File: config.mk
export PLATFORM = sky130hd
export DESIGN_NAME = rc4_decrypt_write_ctrl
export DESIGN_NICKNAME = d
export VERILOG_FILES = /design/src/rtl/rc4_wctrl_pkg.sv /design/src/rtl/rc4_decrypt_write_ctrl.sv
export SDC_FILE = /design/constraint.sdc
export NUM_CORES = 1
export LEC_CHECK = 0
export BUFFER_PORTS_ARGS = -buffer_cell sky130_fd_sc_hd__buf_2
export CORE_ASPECT_RATIO = 1.75
export CORE_MARGIN = 8
export CORE_UTILIZATION = 30
export CTS_CLUSTER_SIZE = 40
export DETAILED_ROUTE_END_ITERATION = 6
export GPL_ROUTABILITY_DRIVEN = 0
export MAX_ROUTING_LAYER = met4
export PLACE_DENSITY_LB_ADDON = 0.2
export SYNTH_ARGS = -nofsm -noshare
export SYNTH_HDL_FRONTEND = slang
export SYNTH_SLANG_ARGS = --single-unit
File: constraint.sdc
create_clock -name clk -period 3.9 [get_ports clk]
set_input_delay 1.17 -clock clk [delete_from_list [all_inputs] [get_ports clk]]
set_output_delay 1.17 -clock clk [all_outputs]
set_load 0.02 [all_outputs]
File: src/rtl/rc4_wctrl_pkg.sv
// ----------------------------------------------------------------------------
// rc4_wctrl_pkg
// Shared definitions for the RC4 decrypted-data write controller:
//   - wctrl_state_t : controller FSM state encoding (IDLE is all-zero)
//   - WORD_BYTES    : bytes packed per memory word
//   - LAST_LANE     : index of the final lane in a word
//   - lane_map()    : logical lane -> packer lane index
// Configuration macro: RC4_WCTRL_BIG_ENDIAN_EN
//   undefined : first byte of a word lands in packer lane 0 (LSB)
//   defined   : first byte of a word lands in packer lane 3 (MSB)
// ----------------------------------------------------------------------------
package rc4_wctrl_pkg;

    localparam int WORD_BYTES = 4;
    localparam logic [1:0] LAST_LANE = 2'(WORD_BYTES - 1);

    typedef enum logic [2:0] {
        IDLE      = 3'd0,
        COLLECT   = 3'd1,
        PACK_WAIT = 3'd2,
        WRITE     = 3'd3,
        FLUSH     = 3'd4,
        DONE      = 3'd5
    } wctrl_state_t;

    // Collection and padding both go through this mapping, so the lane
    // order of real bytes and pad bytes always agrees.
    function automatic logic [1:0] lane_map(input logic [1:0] lane);
`ifdef RC4_WCTRL_BIG_ENDIAN_EN
        return LAST_LANE - lane;
`else
        return lane;
`endif
    endfunction

endpackage

File: src/rtl/rc4_decrypt_write_ctrl.sv
// ----------------------------------------------------------------------------
// rc4_decrypt_write_ctrl
// Collects decrypted bytes, steers them into the external packer one lane at
// a time, pads a short final word with zeros, and issues one word write per
// packed word until the message length is exhausted.
//
// Ports:
//   clk, n_rst        : clock, synchronous active-low reset
//   start_i           : one-cycle message start (honoured only in IDLE)
//   base_addr_i       : first word address, sampled on start_i
//   byte_count_i      : message length in bytes, sampled on start_i
//   byte_valid_i/byte_i, byte_ready_o : byte stream (valid/ready)
//   enable_write_o, writeLoc_o, data_o : packer lane write port
//   mem_req_o, mem_addr_o, mem_ack_i   : word write (req/ack)
//   busy_o            : controller not in IDLE
//   done_o            : one-cycle message-complete pulse
//   state_o           : current FSM state, for observation
//
// Handshakes: a byte transfers on a rising edge where byte_valid_i and
// byte_ready_o are both 1. A word write is pending while mem_req_o is 1 and
// completes on the rising edge where mem_ack_i is also 1; mem_req_o and
// mem_addr_o do not change until then.
//
// Configuration macro: RC4_WCTRL_BIG_ENDIAN_EN (see rc4_wctrl_pkg).
// ----------------------------------------------------------------------------
module rc4_decrypt_write_ctrl
    import rc4_wctrl_pkg::*;
#(
    parameter int ADDR_W = 32,
    parameter int LEN_W  = 16
) (
    input  logic              clk,
    input  logic              n_rst,
    input  logic              start_i,
    input  logic [ADDR_W-1:0] base_addr_i,
    input  logic [LEN_W-1:0]  byte_count_i,
    input  logic              byte_valid_i,
    input  logic [7:0]        byte_i,
    output logic              byte_ready_o,
    output logic              enable_write_o,
    output logic [1:0]        writeLoc_o,
    output logic [7:0]        data_o,
    output logic              mem_req_o,
    output logic [ADDR_W-1:0] mem_addr_o,
    input  logic              mem_ack_i,
    output logic              busy_o,
    output logic              done_o,
    output logic [2:0]        state_o
);

    wctrl_state_t      state, state_n;
    logic [1:0]        lane, lane_n;
    logic [LEN_W-1:0]  count, count_n;
    logic [ADDR_W-1:0] addr, addr_n;

    always_ff @(posedge clk) begin
        if (!n_rst) begin
            state <= IDLE;
            lane  <= '0;
            count <= '0;
            addr  <= '0;
        end else begin
            state <= state_n;
            lane  <= lane_n;
            count <= count_n;
            addr  <= addr_n;
        end
    end

    always_comb begin
        state_n        = state;
        lane_n         = lane;
        count_n        = count;
        addr_n         = addr;
        byte_ready_o   = 1'b0;
        enable_write_o = 1'b0;
        writeLoc_o     = 2'd0;
        data_o         = 8'd0;
        mem_req_o      = 1'b0;
        done_o         = 1'b0;

        case (state)
            IDLE: begin
                if (start_i) begin
                    addr_n  = base_addr_i;
                    count_n = byte_count_i;
                    lane_n  = '0;
                    state_n = (byte_count_i == '0) ? DONE : COLLECT;
                end
            end

            COLLECT: begin
                byte_ready_o   = 1'b1;
                enable_write_o = byte_valid_i;
                data_o         = byte_i;
                writeLoc_o     = lane_map(lane);
                if (byte_valid_i) begin
                    lane_n  = lane + 2'd1;
                    count_n = count - LEN_W'(1);
                    // A full word (including a last byte on the final lane)
                    // goes straight to write; a short last word needs padding.
                    if (lane == LAST_LANE) begin
                        state_n = PACK_WAIT;
                    end else if (count == LEN_W'(1)) begin
                        state_n = FLUSH;
                    end
                end
            end

            FLUSH: begin
                enable_write_o = 1'b1;
                writeLoc_o     = lane_map(lane);
                lane_n         = lane + 2'd1;
                if (lane == LAST_LANE) begin
                    state_n = PACK_WAIT;
                end
            end

            // The packer registers the final lane on the edge that enters
            // this state; one idle cycle lets rc4_wdata_o settle before the
            // request goes out.
            PACK_WAIT: begin
                state_n = WRITE;
            end

            WRITE: begin
                mem_req_o = 1'b1;
                if (mem_ack_i) begin
                    addr_n  = addr + ADDR_W'(WORD_BYTES);
                    state_n = (count != '0) ? COLLECT : DONE;
                end
            end

            DONE: begin
                done_o  = 1'b1;
                state_n = IDLE;
            end

            default: begin
                state_n = IDLE;
            end
        endcase
    end

    assign mem_addr_o = addr;
    assign busy_o     = (state != IDLE);
    assign state_o    = state;

endmodule

Word level (Yosys, flattened, before mapping)
Cells that the tools add are included.
Storage, ports and cells
  bits in registers: 53
  bits in latches: 0
  RAM bits: 0
  memory bits (read-only): 0
  input port bits: 61
  output and inout bits: 50
  logic and storage cells: 55
  memories: 0
Operators by class
  add/sub/neg operators: 3
  multipliers: 0
  div/mod/pow operators: 0
  order comparisons: 0
  equality and inequality tests: 12
  shift operators: 0
  mux-type cells: 24
  bitwise gates (word level): 0
  reductions and logical operators: 12
Operators by type and width (number)
  $mux W32: 2
  $pmux W32 S2: 1
  $add A32 B3 Y32 const B: 1
  $mux W16: 2
  $pmux W16 S2: 1
  $mux W3: 8
  $eq A16 B1 Y1 const B: 1
  $logic_not A16 Y1: 1
  $reduce_bool A16 Y1: 1
  $sub A16 B1 Y16 const B: 1
  $pmux W3 S5: 1
  $reduce_and A3 Y1: 3
  $mux W8: 1
  $ne A2 B2 Y1 const B: 4
  $eq A3 B2 Y1 const B: 2
  $eq A3 B3 Y1 const B: 2
  $mux W2: 3
  $pmux W2 S3: 1
  $reduce_bool A3 Y1: 2
  $reduce_and A5 Y1: 1
  $reduce_bool A2 Y1: 2
  $eq A3 B1 Y1 const B: 1
  $logic_not A3 Y1: 1
  $mux W1: 3
  other kinds (5): 5

Depth between registers and ports, before layout
Gate-level depths: netlist of the first run.
  word-level depth: 5
  depth in mapped cells: 8
  depth with buffers taken out: 7

Worst setup path before layout of the first run
OpenSTA, ideal clock, no wires.
  path type: register to output
  start point: register state[1], in the netlist state_o[1]
  end point: output port data_o[0]
  arrival time: 1839 ps
  data required time: 2730 ps
  path slack: 891 ps
  cell stages (with the launch flop): 6
  buffers on the path: 2
  cell sequence: dfxtp_1 -> buf_2 -> or3b_2 -> inv_1 -> clkbuf_1 -> and2_1
On the way
  word-level cells in the longest chain between the ends: 2
RTL lines
  start: declaration: line rc4_decrypt_write_ctrl.sv:51  | wctrl_state_t state, state_n;
  start signal: assignment: line rc4_decrypt_write_ctrl.sv:63  | state <= state_n;
  $eq A3 B1 Y1: line rc4_decrypt_write_ctrl.sv:82  | case (state)
  $mux W8: line rc4_decrypt_write_ctrl.sv:82
  end: declaration: line rc4_decrypt_write_ctrl.sv:42  | output logic [7:0] data_o,
Every way passes these cells.

Final worst setup path of the first run
  start point: register state[0], in the netlist state_o[0]
  end point: output port data_o[2]
The elaborated chain is that of the path after synthesis.

==> results of run 1 <==
-- stage by stage --
stage,total power [W],hold slack [ps],std cells
after global placement,0.00212,445,699
after floorplan,0.00174,444,479
after detailed placement,0.00214,451,699
final,0.00260,455,707
after CTS,0.00261,461,707
after global routing,0.00279,472,707
-- cell families (layout without fill, tap and decap cells) --
| family | after synthesis | in the layout | synth area share, % |
|---|---|---|---|
| mux | 2 | 2 | 0.606 |
| flops | 53 | 53 | 30.2 |
| buf+inv | 47 | 140 | 5.28 |
| fa+ha+maj | 4 | 4 | 1.43 |
| simple gates | 213 | 213 | 33.5 |
| compound gates | 156 | 156 | 28.0 |
| xor+xnor | 4 | 4 | 0.999 |
-- flip-flops by register name (all words and copies together), names as in the netlist --
register and flops:
mem_addr_o 32, count 16, state_o 3, lane 2
-- final cells by class --
| cell class | instances | area (µm²) | share of cell area (%) |
|---|---|---|---|
| tap | 135 | 169 | 3.91 |
| clock inverter | 2 | 13.8 | 0.319 |
| sequential | 53 | 1060 | 24.6 |
| clock buffer | 6 | 139 | 3.22 |
| timing repair buffer | 119 | 618 | 14.3 |
| multi-input combinational | 379 | 2270 | 52.5 |
| inverter | 13 | 48.8 | 1.13 |
-- worst max-delay path by stage --
stage / endpoint / slack, ps / cells after the start
after floorplan: data_o[0] / 890 / 5
after global placement: enable_write_o / 650 / 5
after detailed placement: enable_write_o / 630 / 5
after CTS: data_o[2] / 570 / 4
after global routing: data_o[2] / 460 / 4
final: data_o[2] / 590 / 4
-- placed cells by master, fill, tap and decap left out, types with 3 or more instances in the layout --
cell type    n
buf_2      110
nor4_1      10
nor3b_1      3
nor2_1      53
nor3_1      14
and2_1      13
dfxtp_1     53
or3_1        5
nand2b_1     3
nand2_1     49
and3_1       4
o22ai_1      6
nand3_1     13
o211ai_1     3
o21ai_0     29
clkbuf_16    5
a21o_1       5
ha_1         4
buf_4        9
o221ai_1     5
nand3b_1     4
or4_1        6
a31oi_1     12
nand4_1     11
nor2b_1      3
o31a_1       6
a211oi_1     7
xor2_1       3
nand2_2      3
a21oi_1     52
inv_1       11
a311oi_1     6
or3b_2       3
-- power by group through the flow --
stage / Sequential [W] / Clock (W) / Combinational (W)
CTS: 0.000877 / 0.000486 / 0.00125
global route: 0.000908 / 0.000507 / 0.00138
finish: 0.000881 / 0.000475 / 0.00124
floorplan: 0.000900 / 0 / 0.000844
detailed placement: 0.000890 / 0 / 0.00125
global placement: 0.000883 / 0 / 0.00123
-- worst max-delay path: cells and delay by family, from the launching register on --
kind	cells	cell delay [ps]
DFF	1	660
buffers and inverters	2	390
and+or+nand+nor	2	800
-- routing by layer --
| layer | track usage, % | part of all wire (%) | vias up |
|---|---|---|---|
| met5 | - | 0 | - |
| met4 | 5.78 | 2.1 | 0 |
| met3 | 3.06 | 4.3 | 18 |
| met2 | 29.2 | 53 | 120 |
| met1 | 15.9 | 41 | 1922 |
| li1 | - | - | 1967 |
==> flow_metrics.env, run 1 <==
export IMPL_start_util_pct=30.5
export IMPL_worstSetupStartpoint="state_o[0]"
export IMPL_vdd_drop_max_uv=362
export IMPL_cts_buffers=5
export IMPL_setup_tns_ps=0
export IMPL_cts_sinks=53
export IMPL_max_freq_mhz=302
export IMPL_p_clk_share_pct=18.3
export IMPL_slowest_stage="dfxtp_1"
export IMPL_cts_buffer_depth=2
export IMPL_die_y_um=159
export IMPL_io_pins=111
export IMPL_slew_headroom_pct=54.6
export IMPL_synth_top_cell_area_share_pct=30.2
export IMPL_grt_pass1_vias=3927
export IMPL_path_class="reg -> out"
export IMPL_syn_nets=544
export IMPL_setup_viol=0
export IMPL_cts_root_buf="clkbuf_16"
export IMPL_switching_share_pct=46.0
export IMPL_fin_area_mm2=0.00432
export IMPL_p_switching_w=0.00120
export IMPL_synth_top_cells_by_count="a21oi_1, dfxtp_1, nor2_1"
export IMPL_ctsHoldBuffers=0
export IMPL_core_mm2=0.0115
export IMPL_seq_power_share_pct=33.9
export IMPL_regToRegSetupSlack_ps=1290
export IMPL_post_cts_buffers=0
export IMPL_antenna_found_initial=0
export IMPL_postRouteAntennaNets=0
export IMPL_syn_area_mm2=0.00351
export IMPL_rsz0062_at_grt="false"
export IMPL_yosysUniqueCellTypes=66
export IMPL_whs_path_depth=2
export IMPL_path_cells="or3b_2 -> inv_1 -> and2_1 -> buf_2"
export IMPL_worst_slack_ps=588
export IMPL_synth_seq_cells=53
export IMPL_status="finished clean"
export IMPL_fill_cells=1236
export IMPL_overflow=0
export IMPL_critPathArrivalTime_ps=2140
export IMPL_ys_flop_type="dfxtp_1"
export IMPL_period_minus_slack_ps=3310
export IMPL_hpwl_um=9290
export IMPL_worstSetupStartpointType="flip-flop"
export IMPL_clk_pin_slew_ps=80
export IMPL_cts_htree_levels=2
export IMPL_grt_max_degree=53
export IMPL_finalClockSkew_ps=11.4
export IMPL_rr_endpoint="mem_addr_o[20]"
export IMPL_crit_required_ps=2730
export IMPL_dpl_cell_area_mm2=0.00416
export IMPL_viasPerCell=5.70
export IMPL_p_int_w=0.00140
export IMPL_clock_latency_ps=300
export IMPL_syn_inst=479
export IMPL_p_per_area_mw_per_mm2=602
export IMPL_portBuffers=110
export IMPL_drc_errors=0
export IMPL_maxCapViolations=0
export IMPL_hold_start="mem_addr_o[1]"
export IMPL_holdPathEnd="mem_addr_o[1]"
export IMPL_syn_mean_instance_area_um2=7.32
export IMPL_postRouteWirelength_um=12400
export IMPL_fin_util_pct=37.5
export IMPL_tightest_slew_ps=676
export IMPL_yosysSeqAreaShare_pct=30.2
export IMPL_async_flop_share_pct=0
export IMPL_synth_edf_count=0
export IMPL_min_path_type="reg -> reg"
export IMPL_synth_warnings=0
export IMPL_cp_end_kind="output pin"
export IMPL_yosysTopAreaCell="dfxtp_1"
export IMPL_critPathMaxStageDelay_ps=660
export IMPL_p_comb_share_pct=47.8
export IMPL_drtPass1Iterations=4
export IMPL_ctsResizeCount=0
export IMPL_maxSlewViolCount=0
export IMPL_p_leak_nw=1.87
export IMPL_num_rows=52
export IMPL_drive_above_1_share_pct=26.2
export IMPL_area_delta_synth_final_pct=23.0
export IMPL_vias=4027
export IMPL_worstPathMaxFanout=14
export IMPL_drtIter0Drc=118
export IMPL_final_nets=636
export IMPL_synthTopCellsByArea="dfxtp_1, a21oi_1, nor2_1, nand2_1, o21ai_0"
export IMPL_drt_wirelength_per_cell_um=17.5
export IMPL_rr_worst_depth=6
export IMPL_reg2reg_from="state_o[0]"
export IMPL_grt_pass1_wl_um=19700
export IMPL_grt_use_total_pct=15.8
export IMPL_min_period_over_period_pct=84.9
export IMPL_cts_tree="done"
export IMPL_antennaDiodeCount=0
export IMPL_place_ws_ps=635
export IMPL_hold_violations=0
export IMPL_dieArea_mm2=0.0155
export IMPL_dieWidth_um=97.7
No activity file was read; power rests on OpenSTA's default activity.
==> inputs of run 2 (changes only) <==
==> constraint.sdc (replaced) <==
create_clock -name clk -period 3.05 [get_ports clk]
set_input_delay 0.915 -clock clk [delete_from_list [all_inputs] [get_ports clk]]
set_output_delay 0.915 -clock clk [all_outputs]
set_load 0.02 [all_outputs]
==> run 2 against run 1 <==
  * Combinational power is 35% higher
  * Total power is 29% higher
  * Global-route usage about the same
  * Clock skew rose by 3.5 ps
  * Worst hold slack improved by 1.1 ps
  * Clock power rose by 26%
  * Non-clock buffer count is 7 higher
  * Die area is the same
  * Setup slack worse by 300 ps
  * Wire length is 0.66% higher
  * Sequential share of layout area shrank 0.30 points
  * Utilization increased by 0.46 points
  * Critical path type unchanged
  * Critical endpoint unchanged
  * Largest cell class unchanged
==> flow_metrics.env, run 2 (synthesis results as in run 1) <==
export IMPL_ctsHoldBuffers=0
export IMPL_path_cells="or3b_2 -> inv_1 -> and2_1 -> buf_2"
export IMPL_cts_buffer_depth=2
export IMPL_area_delta_synth_final_pct=24.5
export IMPL_min_path_type="reg -> reg"
export IMPL_rsz0062_at_grt="false"
export IMPL_status="finished clean"
export IMPL_fill_cells=1238
export IMPL_overflow=0
export IMPL_drtPass1Iterations=4
export IMPL_vdd_drop_max_uv=389
export IMPL_critPathMaxStageDelay_ps=650
export IMPL_p_leak_nw=1.91
export IMPL_cts_sinks=53
export IMPL_power_w=0.00336
export IMPL_drc_errors=0
export IMPL_portBuffers=110
export IMPL_rr_worst_depth=6
export IMPL_antenna_found_initial=0
export IMPL_post_cts_buffers=0
export IMPL_placed_cells=706
export IMPL_largest_reg_flops=32
export IMPL_layout_common_cells="buf_2, nor2_1, dfxtp_1"
export IMPL_drt_wirelength_per_cell_um=17.4
export IMPL_critPathArrivalTime_ps=1850
export IMPL_p_per_area_mw_per_mm2=768
export IMPL_num_rows=52
export IMPL_maxSlewViolCount=0
export IMPL_maxCapViolations=0
export IMPL_core_mm2=0.0115
export IMPL_path_delay_family="simple AND/OR/NAND/NOR gates"
export IMPL_io_pins=111
export IMPL_crit_required_ps=2130
export IMPL_antennaDiodeCount=0
export IMPL_worstPathMaxFanout=12
export IMPL_final_cells=714
export IMPL_ctsResizeCount=0
export IMPL_viasPerCell=5.64
export IMPL_worstSetupStartpoint="state_o[2]"
export IMPL_grt_use_total_pct=15.8
export IMPL_cts_tree="done"
export IMPL_setup_viol=0
export IMPL_worst_path_buf_inv=2
export IMPL_postRouteAntennaNets=0
export IMPL_hold_violations=0
export IMPL_cp_end_kind="output pin"
export IMPL_grt_max_degree=53
export IMPL_regToRegSetupSlack_ps=740
export IMPL_path_class="reg -> out"
export IMPL_hpwl_um=9510
export IMPL_grt_pass1_vias=4014
export IMPL_mostFrequentLayoutCell="buf_2"
export IMPL_slew_headroom_pct=59.1
export IMPL_clock_latency_ps=300
export IMPL_rr_endpoint="mem_addr_o[30]"
export IMPL_dieArea_mm2=0.0155
export IMPL_drive_above_1_share_pct=27.1
export IMPL_slowest_stage="or3b_2"
export IMPL_cts_root_buf="clkbuf_16"
export IMPL_reg2reg_from="mem_addr_o[2]"
export IMPL_worstSetupStartpointType="flip-flop"
export IMPL_final_nets=643
export IMPL_clk_pin_slew_ps=70
export IMPL_drtIter0Drc=127
export IMPL_min_period_over_period_pct=90.5
export IMPL_grt_pass1_wl_um=19800
export IMPL_max_freq_mhz=362
export IMPL_crit_path_end="data_o[2]"
export IMPL_cts_htree_levels=2
export IMPL_vias=4030
export IMPL_cp_num_cells=4
export IMPL_tightest_slew_ps=608
export IMPL_setup_tns_ps=0
export IMPL_finalClockSkew_ps=14.9
export IMPL_die_y_um=159
export IMPL_period_minus_slack_ps=2760
export IMPL_postRouteWirelength_um=12400
export IMPL_dieWidth_um=97.7
export IMPL_cts_buffers=5
export IMPL_start_util_pct=30.5
-- run 2: cell types whose count changed in the layout (fill, tap and decap cells not counted) --
cell	change
buf_4	+7
-- run 2: where the power goes --
| group | internal [W] | switching (W) |
|---|---|---|
| registers | 0.000866 | 0.000225 |
| logic | 0.000637 | 0.00103 |
| clock network | 0.000328 | 0.000271 |
| total | 0.00183 | 0.00153 |
-- run 2: layer usage --
| metal | GRT usage (%) | vias up | share of wire (%) |
|---|---|---|---|
| met5 | - | - | 0 |
| met4 | 6.21 | 0 | 2.7 |
| met3 | 2.85 | 24 | 5.5 |
| met2 | 29.0 | 136 | 53 |
| met1 | 16.1 | 1902 | 39 |
| li1 | - | 1968 | - |
-- run 2: how the worst min path moves through the flow --
stage / cells after the start / slack (ps) / to / start
final: 2 / 460 / mem_addr_o[1] / mem_addr_o[1]
after detailed placement: 2 / 450 / mem_addr_o[1] / mem_addr_o[1]
after global placement: 2 / 440 / mem_addr_o[1] / mem_addr_o[1]
after CTS: 2 / 460 / mem_addr_o[1] / mem_addr_o[1]
after floorplan: 2 / 440 / count[7] / count[7]
after global routing: 2 / 490 / mem_addr_o[0] / mem_addr_o[0]
-- run 2: tightest hold or removal path, stage by stage, from the launching register on --
cell and delay [ps]:
dfxtp_1 310, nand2_1 50, a21oi_1 50
-- run 2: layout make-up --
class | count | area, µm² | share of cell area [%]
Tap cell | 135 | 169 | 3.87
Multi-Input combinational cell | 379 | 2270 | 51.9
Sequential cell | 53 | 1060 | 24.3
Inverter | 13 | 48.8 | 1.12
Clock buffer | 6 | 139 | 3.18
Clock inverter | 2 | 13.8 | 0.315
Timing Repair Buffer | 126 | 671 | 15.4
-- run 2: through the flow --
| step | instance area (µm²) | utilization (%) | hold WS (ps) | setup WS, ps |
|---|---|---|---|---|
| 6_report | 4370 | 37.9 | 456 | 289 |
| 5_1_grt | 4370 | 37.9 | 488 | 166 |
| 4_1_cts | 4370 | 37.9 | 458 | 252 |
| 3_3_place_gp | 4220 | 36.6 | 441 | 324 |
| 3_5_place_dp | 4220 | 36.6 | 447 | 315 |
| 2_1_floorplan | 3510 | - | 444 | 296 |
